===== src/rtl/note_lane_if.sv =====
// Note-lane renderer bus: beatmap row handshake, scroll request and pixel stream.
// Optional HIT_WINDOW_EN adds the hit_window lane flags.
interface note_lane_if #(
   parameter int LANES = 4
);
   logic             step_en;
   logic [LANES-1:0] note_in;
   logic             note_valid;
   logic             note_take;
   logic             underrun;
   logic [8:0]       x;
   logic [7:0]       y;
   logic [2:0]       colour;
   logic             frame_start;
`ifdef HIT_WINDOW_EN
   logic [LANES-1:0] hit_window;

   modport master (
      output step_en, note_in, note_valid,
      input  note_take, underrun, x, y, colour, frame_start, hit_window
   );
   modport slave (
      input  step_en, note_in, note_valid,
      output note_take, underrun, x, y, colour, frame_start, hit_window
   );
`else
   modport master (
      output step_en, note_in, note_valid,
      input  note_take, underrun, x, y, colour, frame_start
   );
   modport slave (
      input  step_en, note_in, note_valid,
      output note_take, underrun, x, y, colour, frame_start
   );
`endif
endinterface


===== src/rtl/note_lane_renderer.sv =====
// Scrolling note-lane renderer: LANES lanes of a ROWS-deep note shift register drawn as a pixel stream.
// Define HIT_WINDOW_EN to add the registered hit_window output.
//
// state     | meaning
// ST_ORIGIN | just out of reset; next edge presents (0,0) without advancing
// ST_SCAN   | raster running; steps applied on the frame wrap
module note_lane_renderer #(
   parameter int                 LANES        = 4,
   parameter int                 ROWS         = 11,
   parameter int                 ROW_H        = 20,
   parameter int                 NOTE_H       = 10,
   parameter int                 STEP_PX      = 4,
   parameter int                 SCREEN_W     = 320,
   parameter int                 SCREEN_H     = 240,
   parameter int                 LANE_X0      = 125,
   parameter int                 LANE_W       = 16,
   parameter int                 LANE_GAP     = 2,
   parameter int                 HIT_Y        = 220,
   parameter logic [3*LANES-1:0] LANE_COLOURS = 12'b100_011_110_101
) (
   input logic         clk,
   input logic         resetn,
   note_lane_if.slave  bus
);
   localparam int OFF_W   = $clog2(ROW_H + STEP_PX + 1);
   localparam int PITCH   = LANE_W + LANE_GAP;
   localparam int LAST_HI = LANE_X0 + LANES*PITCH - LANE_GAP - 1;

   typedef logic [15:0] coord_t;
   typedef enum logic {ST_ORIGIN, ST_SCAN} state_t;

   state_t           state;
   logic [OFF_W-1:0] offset, offset_nxt, off_sum;
   logic [LANES-1:0] rows     [ROWS];
   logic [LANES-1:0] rows_nxt [ROWS];
   logic             step_pending, pending_nxt;
   logic [8:0]       x_nxt;
   logic [7:0]       y_nxt;
   logic             wrap, apply, shift;
   logic [2:0]       colour_nxt;

   always_comb begin
      x_nxt = bus.x;
      y_nxt = bus.y;
      if (state == ST_ORIGIN) begin
         x_nxt = '0;
         y_nxt = '0;
      end else if (bus.x == 9'(SCREEN_W-1)) begin
         x_nxt = '0;
         y_nxt = (bus.y == 8'(SCREEN_H-1)) ? '0 : bus.y + 8'd1;
      end else begin
         x_nxt = bus.x + 9'd1;
      end
   end

   // Scroll only moves on the frame wrap so a frame is drawn from one consistent state.
   always_comb begin
      wrap        = (state == ST_SCAN) && (bus.x == 9'(SCREEN_W-1)) && (bus.y == 8'(SCREEN_H-1));
      apply       = wrap && (step_pending || bus.step_en);
      off_sum     = offset + OFF_W'(STEP_PX);
      shift       = apply && (off_sum >= OFF_W'(ROW_H));
      offset_nxt  = offset;
      if (apply)
         offset_nxt = shift ? off_sum - OFF_W'(ROW_H) : off_sum;
      pending_nxt = apply ? 1'b0 : (step_pending || bus.step_en);
   end

   always_comb begin
      for (int r = 0; r < ROWS; r++)
         rows_nxt[r] = rows[r];
      if (shift) begin
         for (int r = ROWS-1; r > 0; r--)
            rows_nxt[r] = rows[r-1];
         rows_nxt[0] = bus.note_valid ? bus.note_in : '0;
      end
   end

   // Colour is evaluated for the next pixel against the next scroll state, so the
   // registered colour lines up with the registered x,y.
   always_comb begin : colour_logic
      coord_t     px, py, lo, top;
      logic       in_lane, in_sep, note_hit;
      logic [2:0] note_col;
      px       = coord_t'(x_nxt);
      py       = coord_t'(y_nxt);
      lo       = '0;
      top      = '0;
      in_lane  = 1'b0;
      in_sep   = 1'b0;
      note_hit = 1'b0;
      note_col = '0;
      for (int i = 0; i < LANES; i++) begin
         lo = coord_t'(LANE_X0 + i*PITCH);
         if (px >= lo && px <= lo + coord_t'(LANE_W-1)) begin
            in_lane = 1'b1;
            for (int r = 0; r < ROWS; r++) begin
               top = coord_t'(r*ROW_H) + coord_t'(offset_nxt);
               if (rows_nxt[r][i] && py >= top && py <= top + coord_t'(NOTE_H-1) &&
                   py < coord_t'(HIT_Y)) begin
                  note_hit = 1'b1;
                  note_col = LANE_COLOURS[3*i +: 3];
               end
            end
         end
         if (px + coord_t'(LANE_GAP) >= lo && px < lo)
            in_sep = 1'b1;
      end
      if (px > coord_t'(LAST_HI) && px <= coord_t'(LAST_HI + LANE_GAP))
         in_sep = 1'b1;

      if (in_lane && (py == coord_t'(HIT_Y) || py == coord_t'(HIT_Y+1)))
         colour_nxt = 3'b000;
      else if (note_hit)
         colour_nxt = note_col;
      else if (in_sep)
         colour_nxt = 3'b000;
      else
         colour_nxt = 3'b111;
   end

`ifdef HIT_WINDOW_EN
   logic [LANES-1:0] hit_nxt;

   always_comb begin : hit_logic
      coord_t htop;
      htop    = '0;
      hit_nxt = '0;
      for (int i = 0; i < LANES; i++)
         for (int r = 0; r < ROWS; r++) begin
            htop = coord_t'(r*ROW_H) + coord_t'(offset_nxt);
            if (rows_nxt[r][i] && htop <= coord_t'(HIT_Y-1) &&
                htop + coord_t'(NOTE_H-1+ROW_H) >= coord_t'(HIT_Y))
               hit_nxt[i] = 1'b1;
         end
   end
`endif

   always_ff @(posedge clk) begin
      if (!resetn) begin
         state           <= ST_ORIGIN;
         bus.x           <= '0;
         bus.y           <= '0;
         bus.colour      <= '0;
         bus.frame_start <= 1'b0;
         bus.note_take   <= 1'b0;
         bus.underrun    <= 1'b0;
         offset          <= '0;
         step_pending    <= 1'b0;
         for (int r = 0; r < ROWS; r++)
            rows[r] <= '0;
`ifdef HIT_WINDOW_EN
         bus.hit_window  <= '0;
`endif
      end else begin
         state           <= ST_SCAN;
         bus.x           <= x_nxt;
         bus.y           <= y_nxt;
         bus.colour      <= colour_nxt;
         bus.frame_start <= (x_nxt == 9'd0) && (y_nxt == 8'd0);
         bus.note_take   <= shift;
         bus.underrun    <= bus.underrun | (shift & ~bus.note_valid);
         offset          <= offset_nxt;
         step_pending    <= pending_nxt;
         for (int r = 0; r < ROWS; r++)
            rows[r] <= rows_nxt[r];
`ifdef HIT_WINDOW_EN
         if (apply)
            bus.hit_window <= hit_nxt;
`endif
      end
   end
endmodule


===== src/flat_wrapper.sv =====
// flat-port wrapper written by rule: the top's interface ports become plain ports
module note_lane_renderer_flat 
#(
   parameter int                 LANES        = 4,
   parameter int                 ROWS         = 11,
   parameter int                 ROW_H        = 20,
   parameter int                 NOTE_H       = 10,
   parameter int                 STEP_PX      = 4,
   parameter int                 SCREEN_W     = 320,
   parameter int                 SCREEN_H     = 240,
   parameter int                 LANE_X0      = 125,
   parameter int                 LANE_W       = 16,
   parameter int                 LANE_GAP     = 2,
   parameter int                 HIT_Y        = 220,
   parameter logic [3*LANES-1:0] LANE_COLOURS = 12'b100_011_110_101
)
  (clk, resetn, bus_step_en, bus_note_in, bus_note_valid, bus_note_take, bus_underrun, bus_x, bus_y, bus_colour, bus_frame_start);
  note_lane_if #(.LANES(LANES)) bus_i ();
  input logic clk;
  input logic resetn;
  input wire logic [$bits(bus_i.step_en)-1:0] bus_step_en;
  input wire logic [$bits(bus_i.note_in)-1:0] bus_note_in;
  input wire logic [$bits(bus_i.note_valid)-1:0] bus_note_valid;
  output wire logic [$bits(bus_i.note_take)-1:0] bus_note_take;
  output wire logic [$bits(bus_i.underrun)-1:0] bus_underrun;
  output wire logic [$bits(bus_i.x)-1:0] bus_x;
  output wire logic [$bits(bus_i.y)-1:0] bus_y;
  output wire logic [$bits(bus_i.colour)-1:0] bus_colour;
  output wire logic [$bits(bus_i.frame_start)-1:0] bus_frame_start;
  assign bus_i.step_en = bus_step_en;
  assign bus_i.note_in = bus_note_in;
  assign bus_i.note_valid = bus_note_valid;
  assign bus_note_take = bus_i.note_take;
  assign bus_underrun = bus_i.underrun;
  assign bus_x = bus_i.x;
  assign bus_y = bus_i.y;
  assign bus_colour = bus_i.colour;
  assign bus_frame_start = bus_i.frame_start;
  note_lane_renderer #(.LANES(LANES), .ROWS(ROWS), .ROW_H(ROW_H), .NOTE_H(NOTE_H), .STEP_PX(STEP_PX), .SCREEN_W(SCREEN_W), .SCREEN_H(SCREEN_H), .LANE_X0(LANE_X0), .LANE_W(LANE_W), .LANE_GAP(LANE_GAP), .HIT_Y(HIT_Y), .LANE_COLOURS(LANE_COLOURS)) u_core (.clk(clk), .resetn(resetn), .bus(bus_i));
endmodule

===== config.mk =====
export PLATFORM = sky130hd
export DESIGN_NAME = note_lane_renderer_flat
export DESIGN_NICKNAME = d
export VERILOG_FILES = /design/src/rtl/note_lane_if.sv /design/src/rtl/note_lane_renderer.sv /design/src/flat_wrapper.sv
export SDC_FILE = /design/constraint.sdc
export NUM_CORES = 1
export LEC_CHECK = 0
export ABC_AREA = 1
export CAP_MARGIN = 20
export CELL_PAD_IN_SITES_DETAIL_PLACEMENT = 1
export CELL_PAD_IN_SITES_GLOBAL_PLACEMENT = 1
export CORE_UTILIZATION = 44
export DETAILED_ROUTE_END_ITERATION = 8
export PLACE_DENSITY_LB_ADDON = 0.1
export SYNTH_ARGS = -nofsm -noshare
export SYNTH_HDL_FRONTEND = slang
export SYNTH_SLANG_ARGS = --single-unit

===== constraint.sdc =====
create_clock -name clk -period 4.8 [get_ports clk]
set_input_delay 0.72 -clock clk [delete_from_list [all_inputs] [get_ports clk]]
set_output_delay 0.72 -clock clk [all_outputs]
set_load 0.02 [all_outputs]

==> results.json <==
{
  "hp-class": "reg -> reg",
  "max_freq_mhz": 227,
  "drt_first_pass_iters": 7,
  "fp.coreArea_um2": 14800,
  "synth_nets": 1153,
  "place_ws_ns": 0.0779,
  "fp-row-count": 44,
  "synth_cell_types": 51,
  "yosys.area.top_type": "dfxtp_1",
  "numCtsBuffers": 9,
  "cts_setup_buffers": 0,
  "post-route-period-util_pct": 91.9,
  "dieArea_um2": 15800,
  "ios": 31,
  "area_growth_pct": 12.8,
  "gr-usage-all-layers_pct": 28.8,
  "crit_fanout": 6,
  "drcViolationCount": 6,
  "end_kind": "flop",
  "cts_buffer_depth": 2,
  "synth_top_cell_area_share_pct": 21.4,
  "worstPathArrival_ns": 4.66,
  "power.leakage_uw": 0.00391,
  "synthCells": 1070,
  "crit_path_max_incr_delay_ns": 0.45,
  "maxCapViolCount": 0,
  "path_class": "reg -> reg",
  "dp_hpwl_um": 17000,
  "cp-start-kind": "flop",
  "drv_slew": 0,
  "wl_per_cell_um": 16.5,
  "drive_above_1_share_pct": 10.3,
  "n_antenna_cell": 0,
  "synth_edf_count": 0,
  "ys_seq_area_share_pct": 21.4,
  "netlist_area_um2": 6730,
  "globalRouteOverflowTotal": 0,
  "critPathSlowestCell": "dfxtp_1",
  "setup_violations": 0,
  "nNetsFinal": 1193,
  "async_flop_share_pct": 0,
  "fillCellCount": 2071,
  "tns_ns": 0,
  "routed_wl_um": 21500,
  "critical_path_buf_inv_count": 7,
  "grt_pass1_wl_um": 36100,
  "ir_worst_vdd_mv": 0.280,
  "fin_crit_ns": 4.41,
  "grt_pass1_vias": 7098,
  "cts-root-buf": "clkbuf_16",
  "cts_sinks": 72,
  "port_buffers": 30,
  "clk_transition_reported_paths_ns": 0.06,
  "crit_family": "simple AND/OR/NAND/NOR gates",
  "cts_tree": "done",
  "drtIter0Drc": 350,
  "hold_buffers": 0,
  "insertion_delay_ns": 0.35,
  "via_count": 6945,
  "setup_ws_ns": 0.387,
  "status": "finished with violations",
  "final_util_pct": 51.4,
  "grt_setup_unrepaired": "no",
  "tightest_slew_ns": 0.754,
  "synth_area_leaders": "dfxtp_1 (21%), nand2_1 (15%), ha_1 (14%)",
  "gp_congestion": 0.878,
  "ys_ff_latch": 72,
  "final_antenna_net_count": 0,
  "hold_slack_ns": 0.471,
  "syn_area_per_cell_um2": 6.29,
  "violations": "DRC",
  "antenna_found_initial": 0,
  "finClkSkew_ns": 0.00801,
  "fp.dieH_um": 126,
  "powerDensity_nw_per_um2": 179,
  "post_cts_resized": 0,
  "initial_core_util_pct": 45.6,
  "via_per_inst": 5.35,
  "die_w_um": 126,
  "hold_viol": 0,
  "cp_common_cell": "nand2_1",
  "critPathRequiredTime_ns": 5.05,
  "htree_levels": 3,
  "max-slew-margin-rel_pct": 49.5,
  "yosys_warnings": 0,
  "grt_max_degree": 45,
  "synth_flop_cell": "dfxtp_1"
}
==> layout make-up <==
cell class,instances,area (µm²),share of cell area [%]
tap,184,230,3.03
inverter,152,571,7.52
clock buffer,9,225,2.97
sequential,72,1440,19.0
clock inverter,7,77.6,1.02
timing repair buffer,48,435,5.74
multi-input combinational,827,4610,60.7
==> layout by cell type, fill, tap and decap left out, types with 11 or more instances in the layout <==
cell and n:
nand2_1 269, o21ai_0 36, buf_4 18, xor2_1 11, o21ai_1 14, ha_1 72
nor2_1 170, a21oi_1 38, nand2_2 14, clkdlybuf4s50_1 30, nand4_1 16, nand3_1 70
inv_1 144, dfxtp_1 72, or2_2 17, nor2_2 12
==> cells in the mapped netlist (10+ instances only) <==
| cell type | n |
|---|---|
| a21oi_1 | 38 |
| dfxtp_1 | 72 |
| ha_1 | 75 |
| inv_1 | 145 |
| nand2_1 | 270 |
| nand2_2 | 13 |
| nand3_1 | 70 |
| nand4_1 | 16 |
| nor2_1 | 170 |
| nor2_2 | 12 |
| o21a_1 | 10 |
| o21ai_0 | 36 |
| o21ai_1 | 14 |
| or2_2 | 17 |
| xor2_1 | 11 |
==> cell families (layout without fill, tap and decap cells) <==
kind of cell	count (synthesis)	after routing	synth area share [%]
AND/OR/NAND/NOR	611	611	40.9
buffers and inverters	171	216	10.4
AO/OA/AOI/OAI	122	122	10.8
adder cells (fa/ha/maj)	75	75	13.9
flip-flops	72	72	21.4
XOR/XNOR	14	14	1.82
multiplexers	5	5	0.744
==> worst reg2reg max path, delay by kind of cell, from the launching register on <==
family | cells | cell delay [ns]
DFF | 1 | 0.45
buffers and inverters | 7 | 0.51
AOI/OAI and AO/OA | 2 | 0.26
and+or+nand+nor | 20 | 1.83
adders and majority gates | 5 | 1.28
==> worst paths after layout <==
path | startpoint | to | slack, ns | depth (start not counted)
worst max register to register | u_core.bus.x[0] | u_core.bus.colour[0] | 0.39 | 34
worst max-delay path | u_core.bus.x[0] | u_core.bus.colour[0] | 0.39 | 34
worst min register to register | u_core.bus.underrun | u_core.bus.underrun | 0.47 | 1
worst min-delay path | u_core.bus.underrun | u_core.bus.underrun | 0.47 | 1
==> sequential cells by signal, indices dropped and copies added, names as in the netlist <==
name,count
u_core.bus.colour,3
u_core.bus.frame_start,1
u_core.bus.note_take,1
u_core.bus.underrun,1
u_core.bus.x,9
u_core.bus.y,8
u_core.offset,3
u_core.rows,44
u_core.state,1
u_core.step_pending,1
==> layer usage <==
metal	share of wire [%]	vias to the layer above	track usage (%)	wire length, µm
met4	2.0	0	8.32	435
met3	3.0	33	3.95	634
met2	48	103	50.3	10400
met5	0	-	0	0
li1	-	3490	-	-
met1	47	3319	36.8	10100
==> through the flow <==
| stage | cells | total power, µW | cell area (µm²) |
|---|---|---|---|
| CTS | 1299 | 1360 | 7570 |
| global route | 1299 | 1390 | 7590 |
| global placement | 1283 | 673 | 7270 |
| floorplan | 1070 | 651 | 6730 |
| finish | 1299 | 1350 | 7590 |
| detailed placement | 1283 | 674 | 7270 |
==> power breakdown <==
part	total, µW	switching (µW)	internal, µW
logic	56.7	38.0	18.7
registers	604	2.68	601
clock network	694	287	407
total	1350	328	1030
Power figures use the tool's default switching activity.
